$ cat config.mk
export PLATFORM = sky130hd
export DESIGN_NAME = anti_theft_controller
export DESIGN_NICKNAME = d
export VERILOG_FILES = /design/src/rtl/anti_theft_controller.sv
export SDC_FILE = /design/constraint.sdc
export NUM_CORES = 1
export LEC_CHECK = 0
export ABC_AREA = 1
export BUFFER_PORTS_ARGS = -buffer_cell sky130_fd_sc_hd__buf_2
export CORE_MARGIN = 2
export CORE_UTILIZATION = 59
export CTS_BUF_LIST = sky130_fd_sc_hd__clkbuf_8
export DETAILED_ROUTE_END_ITERATION = 12
export PLACE_DENSITY = 0.78
export SYNTH_ARGS = -nofsm -noshare
export SYNTH_HDL_FRONTEND = slang
export SYNTH_SLANG_ARGS = --single-unit
$ cat constraint.sdc
create_clock -name clock -period 2.05 [get_ports clock]
set_input_delay 0.205 -clock clock [delete_from_list [all_inputs] [get_ports clock]]
set_output_delay 0.205 -clock clock [all_outputs]
set_load 0.01 [all_outputs]
$ cat src/rtl/anti_theft_controller.sv
// Car anti-theft alarm sequencer: tracks doors, ignition and the hidden switch, selects the
// active delay interval, and times it with an internal prescaler and 4-bit countdown.
module anti_theft_controller #(
    parameter int CLKS_PER_TICK = 1000
) (
    input  logic       clock,
    input  logic       reset,
    input  logic       ignition,
    input  logic       door_driver,
    input  logic       door_pass,
    input  logic       hidden_sw,
    input  logic       reprogram,
    input  logic [3:0] param_value,
    output logic [1:0] interval,
    output logic       siren,
    output logic       status_led,
    output logic [2:0] state_dbg
);

    localparam int PW = (CLKS_PER_TICK > 1) ? $clog2(CLKS_PER_TICK) : 1;
    localparam logic [PW-1:0] PRE_MAX = PW'(CLKS_PER_TICK - 1);

    localparam logic [1:0] IV_ARM_DELAY  = 2'b00;
    localparam logic [1:0] IV_DRIVER     = 2'b01;
    localparam logic [1:0] IV_PASSENGER  = 2'b10;
    localparam logic [1:0] IV_ALARM_ON   = 2'b11;

    typedef enum logic [2:0] {
        ST_ARMED      = 3'b000,
        ST_TRIGGERED  = 3'b001,
        ST_SOUND      = 3'b010,
        ST_DISARMED   = 3'b011,
        ST_WAIT_OPEN  = 3'b100,
        ST_WAIT_CLOSE = 3'b101,
        ST_ARM_DLY    = 3'b110
    } state_t;

    state_t        state;
    state_t        state_nxt;
    logic [1:0]    interval_nxt;
    logic          load_nxt;
    logic          load_pending;
    logic [3:0]    count;
    logic [PW-1:0] prescaler;
    logic          tick;
    logic          expire;
    logic          disarm_req;
    logic          any_door;
    logic          nxt_timed;

    function automatic logic is_timed(input state_t s);
        return (s == ST_TRIGGERED) || (s == ST_SOUND) || (s == ST_ARM_DLY);
    endfunction

    // A freshly loaded count is not valid until the cycle after entry, hence the load_pending gate.
    assign tick       = (prescaler == PRE_MAX);
    assign expire     = tick && (count <= 4'd1) && !load_pending;
    assign disarm_req = ignition && hidden_sw;
    assign any_door   = door_driver || door_pass;
    assign nxt_timed  = is_timed(state_nxt);
    assign state_dbg  = state;

    always_comb begin
        state_nxt    = state;
        interval_nxt = interval;
        load_nxt     = 1'b0;
        if (reprogram) begin
            state_nxt = ST_ARMED;
        end else begin
            case (state)
                ST_ARMED: begin
                    if (door_driver) begin
                        state_nxt    = ST_TRIGGERED;
                        interval_nxt = IV_DRIVER;
                        load_nxt     = 1'b1;
                    end else if (door_pass) begin
                        state_nxt    = ST_TRIGGERED;
                        interval_nxt = IV_PASSENGER;
                        load_nxt     = 1'b1;
                    end
                end
                ST_TRIGGERED: begin
                    if (disarm_req) begin
                        state_nxt = ST_DISARMED;
                    end else if (expire) begin
                        state_nxt    = ST_SOUND;
                        interval_nxt = IV_ALARM_ON;
                        load_nxt     = 1'b1;
                    end
                end
                ST_SOUND: begin
                    if (disarm_req) begin
                        state_nxt = ST_DISARMED;
                    end else if (expire) begin
                        if (any_door) begin
                            interval_nxt = IV_ALARM_ON;
                            load_nxt     = 1'b1;
                        end else begin
                            state_nxt = ST_ARMED;
                        end
                    end
                end
                ST_DISARMED: begin
                    if (!ignition) state_nxt = ST_WAIT_OPEN;
                end
                ST_WAIT_OPEN: begin
                    if (ignition)         state_nxt = ST_DISARMED;
                    else if (door_driver) state_nxt = ST_WAIT_CLOSE;
                end
                ST_WAIT_CLOSE: begin
                    if (ignition) begin
                        state_nxt = ST_DISARMED;
                    end else if (!door_driver) begin
                        state_nxt    = ST_ARM_DLY;
                        interval_nxt = IV_ARM_DELAY;
                        load_nxt     = 1'b1;
                    end
                end
                ST_ARM_DLY: begin
                    if (ignition)      state_nxt = ST_DISARMED;
                    else if (any_door) state_nxt = ST_WAIT_CLOSE;
                    else if (expire)   state_nxt = ST_ARMED;
                end
                default: state_nxt = ST_ARMED;
            endcase
        end
    end

    // Prescaler also runs in ARMED to pace the status LED blink.
    always_ff @(posedge clock or negedge reset) begin
        if (!reset) begin
            state        <= ST_ARMED;
            interval     <= IV_ARM_DELAY;
            siren        <= 1'b0;
            status_led   <= 1'b0;
            count        <= 4'd0;
            prescaler    <= '0;
            load_pending <= 1'b0;
        end else begin
            state        <= state_nxt;
            interval     <= interval_nxt;
            load_pending <= load_nxt;
            siren        <= (state_nxt == ST_SOUND);

            if (state_nxt == ST_ARMED)
                status_led <= (state == ST_ARMED && !reprogram) ? (status_led ^ tick) : 1'b0;
            else
                status_led <= (state_nxt == ST_TRIGGERED) || (state_nxt == ST_SOUND);

            if (reprogram || !(nxt_timed || state_nxt == ST_ARMED) || load_pending || tick)
                prescaler <= '0;
            else
                prescaler <= prescaler + 1'b1;

            if (reprogram || !nxt_timed)
                count <= 4'd0;
            else if (load_pending)
                count <= param_value;
            else if (tick && count != 4'd0)
                count <= count - 4'd1;
        end
    end

endmodule
==> results of run 1 <==
-- critical path, stage by stage (launching register included) --
cell     delay [ns]
dfrtp_1        0.38
inv_1          0.13
ha_2           0.21
nor2_1         0.07
nor2_4         0.15
nand3_2        0.11
nand2_1        0.07
nand2_1        0.06
a21oi_2        0.18
nand2_2        0.10
nand2_4        0.10
nand2_4        0.07
nand3_4        0.12
nor2_1         0.06
-- cells by family (layout without fill, tap and decap cells) --
family                     count (synthesis)  in the layout  synth area share [%]
AOI/OAI and AO/OA                         22             22                  10.1
xor gates and xnor gates                   4              4                  2.45
adders and majority gates                  4              4                  3.50
buffers and inverters                     33             54                  8.66
DFF                                       22             22                  38.5
and+or+nand+nor                          109            109                  36.8
-- cell type report --
class / count / area [sq um] / area share [%]
sequential: 22 / 551 / 34.3
clock buffer: 3 / 41.3 / 2.57
multi-input combinational: 139 / 761 / 47.4
timing repair buffer: 18 / 95.1 / 5.92
tap: 28 / 35.0 / 2.18
inverter: 33 / 124 / 7.71
-- through the flow --
| stage | total power [uW] | cell area (sq um) | setup WS, ns |
|---|---|---|---|
| detailed placement | 787 | 1550 | 0.121 |
| finish | 1040 | 1610 | 0.132 |
| CTS | 1040 | 1600 | 0.0917 |
| global placement | 775 | 1550 | 0.187 |
| floorplan | 697 | 1430 | 0.396 |
| global route | 1090 | 1610 | -0.0168 |
-- repair_timing --
item / CTS / global route
endpoints found under the hold margin: 22 / 0
hold buffers: 1 / 0
resized for setup: 0 / 3
setup endpoints to repair: 0 / 17
-- sequential cells by signal (all words and copies together) (netlist names) --
| name | cells |
|---|---|
| prescaler | 10 |
| interval | 2 |
| siren | 1 |
| count | 4 |
| load_pending | 1 |
| status_led | 1 |
| state_dbg | 3 |
-- layout by cell type (no fill, tap or decap), drive strengths merged, types with 3 or more instances in the layout --
cell | Yosys | routed
nor2 | 39 | 39
o21ai | 11 | 11
inv | 33 | 33
xor2 | 3 | 3
clkbuf | 0 | 3
nand2 | 44 | 44
dfrtp | 22 | 22
buf | 0 | 17
o211ai | 4 | 4
nand3 | 15 | 15
nor3 | 5 | 5
a21oi | 4 | 4
ha | 4 | 4
-- power by group --
| part | switching (uW) | internal (uW) |
|---|---|---|
| logic | 179 | 102 |
| registers | 33.5 | 470 |
| clock network | 122 | 131 |
-- worst paths after layout --
path / cells past startpoint / slack [ns] / end / start
setup / recovery: 13 / 0.13 / prescaler[4] / count[1]
hold / removal: 5 / 0.34 / count[0] / param_value[0]
setup reg to reg: 13 / 0.13 / prescaler[4] / count[1]
hold reg to reg: 2 / 0.49 / interval[1] / interval[1]
max in group asynchronous: 2 / 1.26 / count[3] / reset
min in group asynchronous: 2 / 0.47 / state_dbg[0] / reset
-- metal layers --
| layer | vias up | track usage (%) | wire length, um |
|---|---|---|---|
| met1 | 591 | 32.8 | 1410 |
| met2 | 45 | 40.7 | 1450 |
| met3 | 5 | 2.82 | 151 |
| li1 | 655 | - | - |
| met4 | 0 | 8.55 | 38 |
| met5 | - | 0 | 0 |
==> flow_metrics.py, run 1 <==
metrics = {
    "setup_path": {
        "arrival_ns": 2.07,
        "path_class": "flop to flop",
        "cp_max_fo": 10,
        "cp.required_ns": 2.20,
        "start_kind": "flop",
        "end_kind": "flop",
    },
    "clock_tree": {
        "cts-htree-levels": 1,
        "numCtsBuffers": 3,
        "clk_path_buf_depth": 2,
        "clock-sinks": 22,
        "cts_setup_buffers": 0,
        "clock_latency_ns": 0.25,
        "cts-root-buf": "clkbuf_8",
        "cts_tree": "built",
        "cts.clk_slew.worst_paths_ns": 0.07,
    },
    "final_layout": {
        "fin_util_pct": 71.3,
        "antenna_cells": 0,
        "layout.nets": 232,
        "drive_gt1_share_pct": 21.4,
        "instances_no_fill": 243,
        "nFillCells": 185,
        "syn_to_final_growth_pct": 12.3,
    },
    "drt": {
        "vias": 1296,
        "drtIter0Drc": 39,
        "avgRoutedWirePerCell_um": 12.5,
        "antenna_left": 0,
        "avgViaCountPerCell": 5.33,
        "dr.pass1.iters": 4,
        "routed_wl_um": 3040,
        "drcViolationCount": 0,
    },
    "global_routing": {
        "grt_max_degree": 23,
        "grt_pass1_vias": 1167,
        "grt_pass1_wl_um": 5040,
        "gr-total-overflow": 0,
        "gr-usage-all-layers_pct": 24.5,
        "antenna_found_initial": 0,
    },
    "logic_synthesis": {
        "async_reset_ff_share_pct": 100,
        "yosysMostFrequentCell": "nand2_1",
        "synth.net_count": 209,
        "ys.flop_type": "dfrtp_1",
        "synth_enable_flop_cells": 0,
        "synth_commonest_cells": "nand2_1, nor2_1, inv_1",
        "syn-mean-instance-area_sq_um": 7.37,
        "yosysTopAreaCell": "dfrtp_1",
        "synth_top_area_share_pct": 38.5,
        "ys_types": 29,
        "synth_cells": 194,
        "ys_seq_area_share_pct": 38.5,
        "synth_area_leaders": "dfrtp_1, nand2_1, nor2_1, inv_1, nand3_1",
        "syn_area_sq_um": 1430,
        "yosys_warnings": 0,
        "synth.ff_latch_count": 22,
    },
    "timing": {
        "fmax_ghz": 0.521,
        "final_max_slew_viol_count": 0,
        "layout_min_cycle_time_ns": 1.92,
        "final_hold_viol_count": 0,
        "finalSetupViolCount": 0,
        "holdWs_ns": 0.344,
        "slew_headroom_pct": 65.4,
        "grt_setup_unrepaired": "true",
        "min_period_over_period_pct": 93.6,
        "worstMarginPinSlew_ns": 0.513,
        "tns_ns": 0,
        "clock_skew_ns": 0.00205,
    },
    "floorplanning": {
        "start_util_pct": 63.4,
        "num_io_pins": 18,
        "die_x_um": 53.2,
        "coreArea_sq_um": 2250,
        "dieArea_sq_um": 2830,
        "fp.dieH_um": 53.2,
        "fp-row-count": 17,
    },
    "power_and_ir_drop": {
        "leakage_uw": 0.000798,
        "ir_drop_uv": 617,
        "power_density_nw_per_um2": 645,
    },
    "hold_path": {
        "hp-class": "primary input to flop",
    },
    "placement": {
        "hpwlAfterDp_um": 2280,
        "placed_cells": 239,
        "gp_congestion": 0.874,
        "io_buffer_count": 17,
    },
    "run_status": {
        "status": "finished clean",
    },
    "flow_run": {
        "max-cap-violations": 0,
    },
}
No activity file was read; power rests on OpenSTA's default activity.
==> run 2: changes to the inputs <==
--- a/config.mk
+++ b/config.mk
@@ -5,11 +5,11 @@
 export SDC_FILE = /design/constraint.sdc
 export NUM_CORES = 1
 export LEC_CHECK = 0
-export ABC_AREA = 1
+export ABC_AREA = 0
 export BUFFER_PORTS_ARGS = -buffer_cell sky130_fd_sc_hd__buf_2
 export CORE_MARGIN = 2
 export CORE_UTILIZATION = 59
-export CTS_BUF_LIST = sky130_fd_sc_hd__clkbuf_8
+export CTS_BUF_LIST = sky130_fd_sc_hd__clkbuf_2
 export DETAILED_ROUTE_END_ITERATION = 12
 export PLACE_DENSITY = 0.78
 export SYNTH_ARGS = -nofsm -noshare
==> run 2 against run 1 <==
  * The flow now finishes with violations (setup timing)
  * Worst hold slack worse by 0.16 ns
  * Non-clock buffer count rose by 36
  * Sequential cell count unchanged
  * Die area unchanged
  * Fmax down 16%
  * Critical path depth down 3
  * Critical path type unchanged
  * Largest power group unchanged
  * Highest routed layer unchanged
==> flow_metrics.py, run 2 <==
metrics = {
    "run_status": {
        "status": "finished, violations left",
        "violations": "setup timing",
    },
    "placement": {
        "io_buffer_count": 17,
        "gp_congestion": 0.995,
        "hpwlAfterDp_um": 2630,
        "post-place-ws_ns": -0.261,
        "post_dp_cell_area_sq_um": 1800,
    },
    "timing": {
        "finalSetupViolCount": 17,
        "fmax_ghz": 0.435,
        "grt_setup_unrepaired": "true",
        "worstMarginPinSlew_ns": 0.527,
        "slew_headroom_pct": 64.4,
        "holdWs_ns": 0.183,
        "clock_skew_ns": 0.00289,
        "tns_ns": -2.75,
        "final_hold_viol_count": 0,
        "fin_ws_ns": -0.247,
        "final_max_slew_viol_count": 0,
        "min_period_over_period_pct": 112,
        "layout_min_cycle_time_ns": 2.30,
    },
    "clock_tree": {
        "cts_tree": "built",
        "cts-root-buf": "clkbuf_2",
        "cts-htree-levels": 1,
        "numCtsBuffers": 3,
        "clock_latency_ns": 0.34,
        "clk_path_buf_depth": 2,
        "cts.clk_slew.worst_paths_ns": 0.22,
        "clock-sinks": 22,
    },
    "drt": {
        "drtIter0Drc": 127,
        "vias": 1485,
        "dr.pass1.iters": 5,
        "avgRoutedWirePerCell_um": 17.4,
        "antenna_left": 0,
        "avgViaCountPerCell": 6.19,
        "routed_wl_um": 4180,
        "drcViolationCount": 0,
    },
    "hold_path": {
        "hp-class": "primary input to flop",
    },
    "floorplanning": {
        "die_x_um": 53.2,
        "coreArea_sq_um": 2250,
        "start_util_pct": 63.4,
        "dieArea_sq_um": 2830,
        "num_io_pins": 18,
        "fp.dieH_um": 53.2,
        "fp-row-count": 17,
    },
    "final_layout": {
        "largest_reg_flops": 10,
        "syn_to_final_growth_pct": 38.0,
        "drive_gt1_share_pct": 38.2,
        "multi_input_area_sq_um": 923,
        "nFillCells": 120,
        "fin_util_pct": 87.5,
        "final_area_sq_um": 1970,
        "final_cell_mix": "buf_4, dfrtp_1, nor2_1, buf_2, nand2_1",
        "layout.nets": 228,
        "final_common_cell": "buf_4",
        "top_register": "prescaler",
        "regArea_sq_um": 551,
        "antenna_cells": 0,
    },
    "setup_path": {
        "start_kind": "flop",
        "cpPeakStageDelay_ns": 0.52,
        "path_class": "flop to flop",
        "cp_common_cell": "buf_4",
        "worst_path_max_delay_cell": "or4_4",
        "cp_max_fo": 5,
        "cp.required_ns": 2.31,
        "arrival_ns": 2.56,
        "end_kind": "flop",
        "crit_path_cell_trace": "inv_2, ha_4, nor2_2, or4_4, mux2i_1, a211oi_2, buf_4, mux2i_2, buf_4, nor3b_2",
    },
    "power_and_ir_drop": {
        "switching_power_uw": 362,
        "swShare_pct": 30.9,
        "p_comb_share_pct": 31.5,
        "ir_drop_uv": 718,
        "leakage_uw": 0.000864,
        "power_frac_clock_pct": 26.3,
        "seqPwrFrac_pct": 42.1,
        "internal-power_uw": 810,
        "power_density_nw_per_um2": 594,
    },
    "flow_run": {
        "max-cap-violations": 0,
    },
    "logic_synthesis": {
        "yosysMostFrequentCell": "dfrtp_1",
        "synth_area_leaders": "dfrtp_1, nor2_1, ha_1, nand2_1, o21ai_0",
        "synth_enable_flop_cells": 0,
        "synth.net_count": 175,
        "synth_cells": 160,
        "yosysTopAreaCell": "dfrtp_1",
        "ys_seq_area_share_pct": 38.5,
        "syn-mean-instance-area_sq_um": 8.94,
        "ys_types": 45,
        "synth_top_area_share_pct": 38.5,
        "syn_area_sq_um": 1430,
        "synth.ff_latch_count": 22,
        "synth_commonest_cells": "dfrtp_1, nor2_1, nand2_1",
        "async_reset_ff_share_pct": 100,
        "yosys_warnings": 0,
        "ys.flop_type": "dfrtp_1",
    },
    "global_routing": {
        "gr-usage-all-layers_pct": 30.9,
        "grt_pass1_wl_um": 6250,
        "grt_pass1_vias": 1429,
        "antenna_found_initial": 0,
        "gr-total-overflow": 0,
        "grt_max_degree": 23,
    },
}
run 2: changes by cell type in the layout (fill, tap and decap cells not counted), moves of 4 or more:
cell,previous run,this run
xnor2_1,1,5
inv_2,6,2
nand2b_1,0,5
nor3_1,4,0
nor2_1,32,17
buf_4,0,34
inv_1,27,8
nand2_1,40,13
run 2: power groups by stage:
stage / sequential [uW] / combinational (uW) / clock, uW
floorplan: 511 / 163 / 0
global route: 498 / 397 / 329
finish: 494 / 369 / 309
CTS: 493 / 344 / 310
detailed placement: 500 / 313 / 0
global placement: 498 / 298 / 0
run 2: logic make-up after synthesis:
| logic type | after synthesis | share of synthesized area, % |
|---|---|---|
| adders and majority gates | 5 | 4.20 |
| AOI/OAI and AO/OA | 30 | 14.3 |
| DFF | 22 | 38.5 |
| muxes | 4 | 2.89 |
| buffers and inverters | 16 | 4.29 |
| and+or+nand+nor | 73 | 29.7 |
| xor gates and xnor gates | 10 | 6.12 |
run 2: path summary, 6_finish.rpt:
kind	startpoint	to	slack, ns	cells past startpoint
min in group asynchronous	reset	state_dbg[2]	0.32	2
hold / removal	param_value[1]	count[1]	0.18	3
setup reg to reg	count[1]	count[1]	-0.25	10
hold reg to reg	interval[1]	interval[1]	0.56	2
setup / recovery	count[1]	count[1]	-0.25	10
max in group asynchronous	reset	prescaler[0]	1.40	2
run 2: timing repair:
| action | in CTS | in global routing |
|---|---|---|
| gates resized for setup | 15 | 5 |
| hold endpoints to repair | 22 | 0 |
| pin swaps | 6 | 2 |
| hold buffers | 1 | 0 |
| setup endpoints to repair | 19 | 20 |
| setup buffers | 4 | 0 |
run 2: metrics by stage:
step	total power, uW	instances
after floorplan	673	160
after global placement	796	231
after detailed placement	813	231
after CTS	1150	240
after global routing	1220	240
final	1170	240
run 2: worst max-delay path, delay by kind of cell (launching register included):
kind / cells / cell delay, ns
AOI/OAI and AO/OA: 1 / 0.16
adders and majority gates: 1 / 0.15
buffers and inverters: 3 / 0.46
DFF: 1 / 0.45
muxes: 2 / 0.39
and+or+nand+nor: 3 / 0.62
run 2: per-layer routing:
metal	vias up	part of all wire, %	global-route usage [%]
li1	673	-	-
met1	685	39	35.6
met2	97	47	53.3
met3	30	8.1	5.08
met4	0	5.2	17.5
met5	-	0	0
run 2: area by class of cell:
cell class | instances | area share (%)
multi-input cells | 122 | 46.8
flip-flops and latches | 22 | 27.9
repair buffers | 54 | 19.3
inverters | 10 | 1.90
well taps | 28 | 1.78
clock inverters | 1 | 1.52
clock buffers | 3 | 0.761
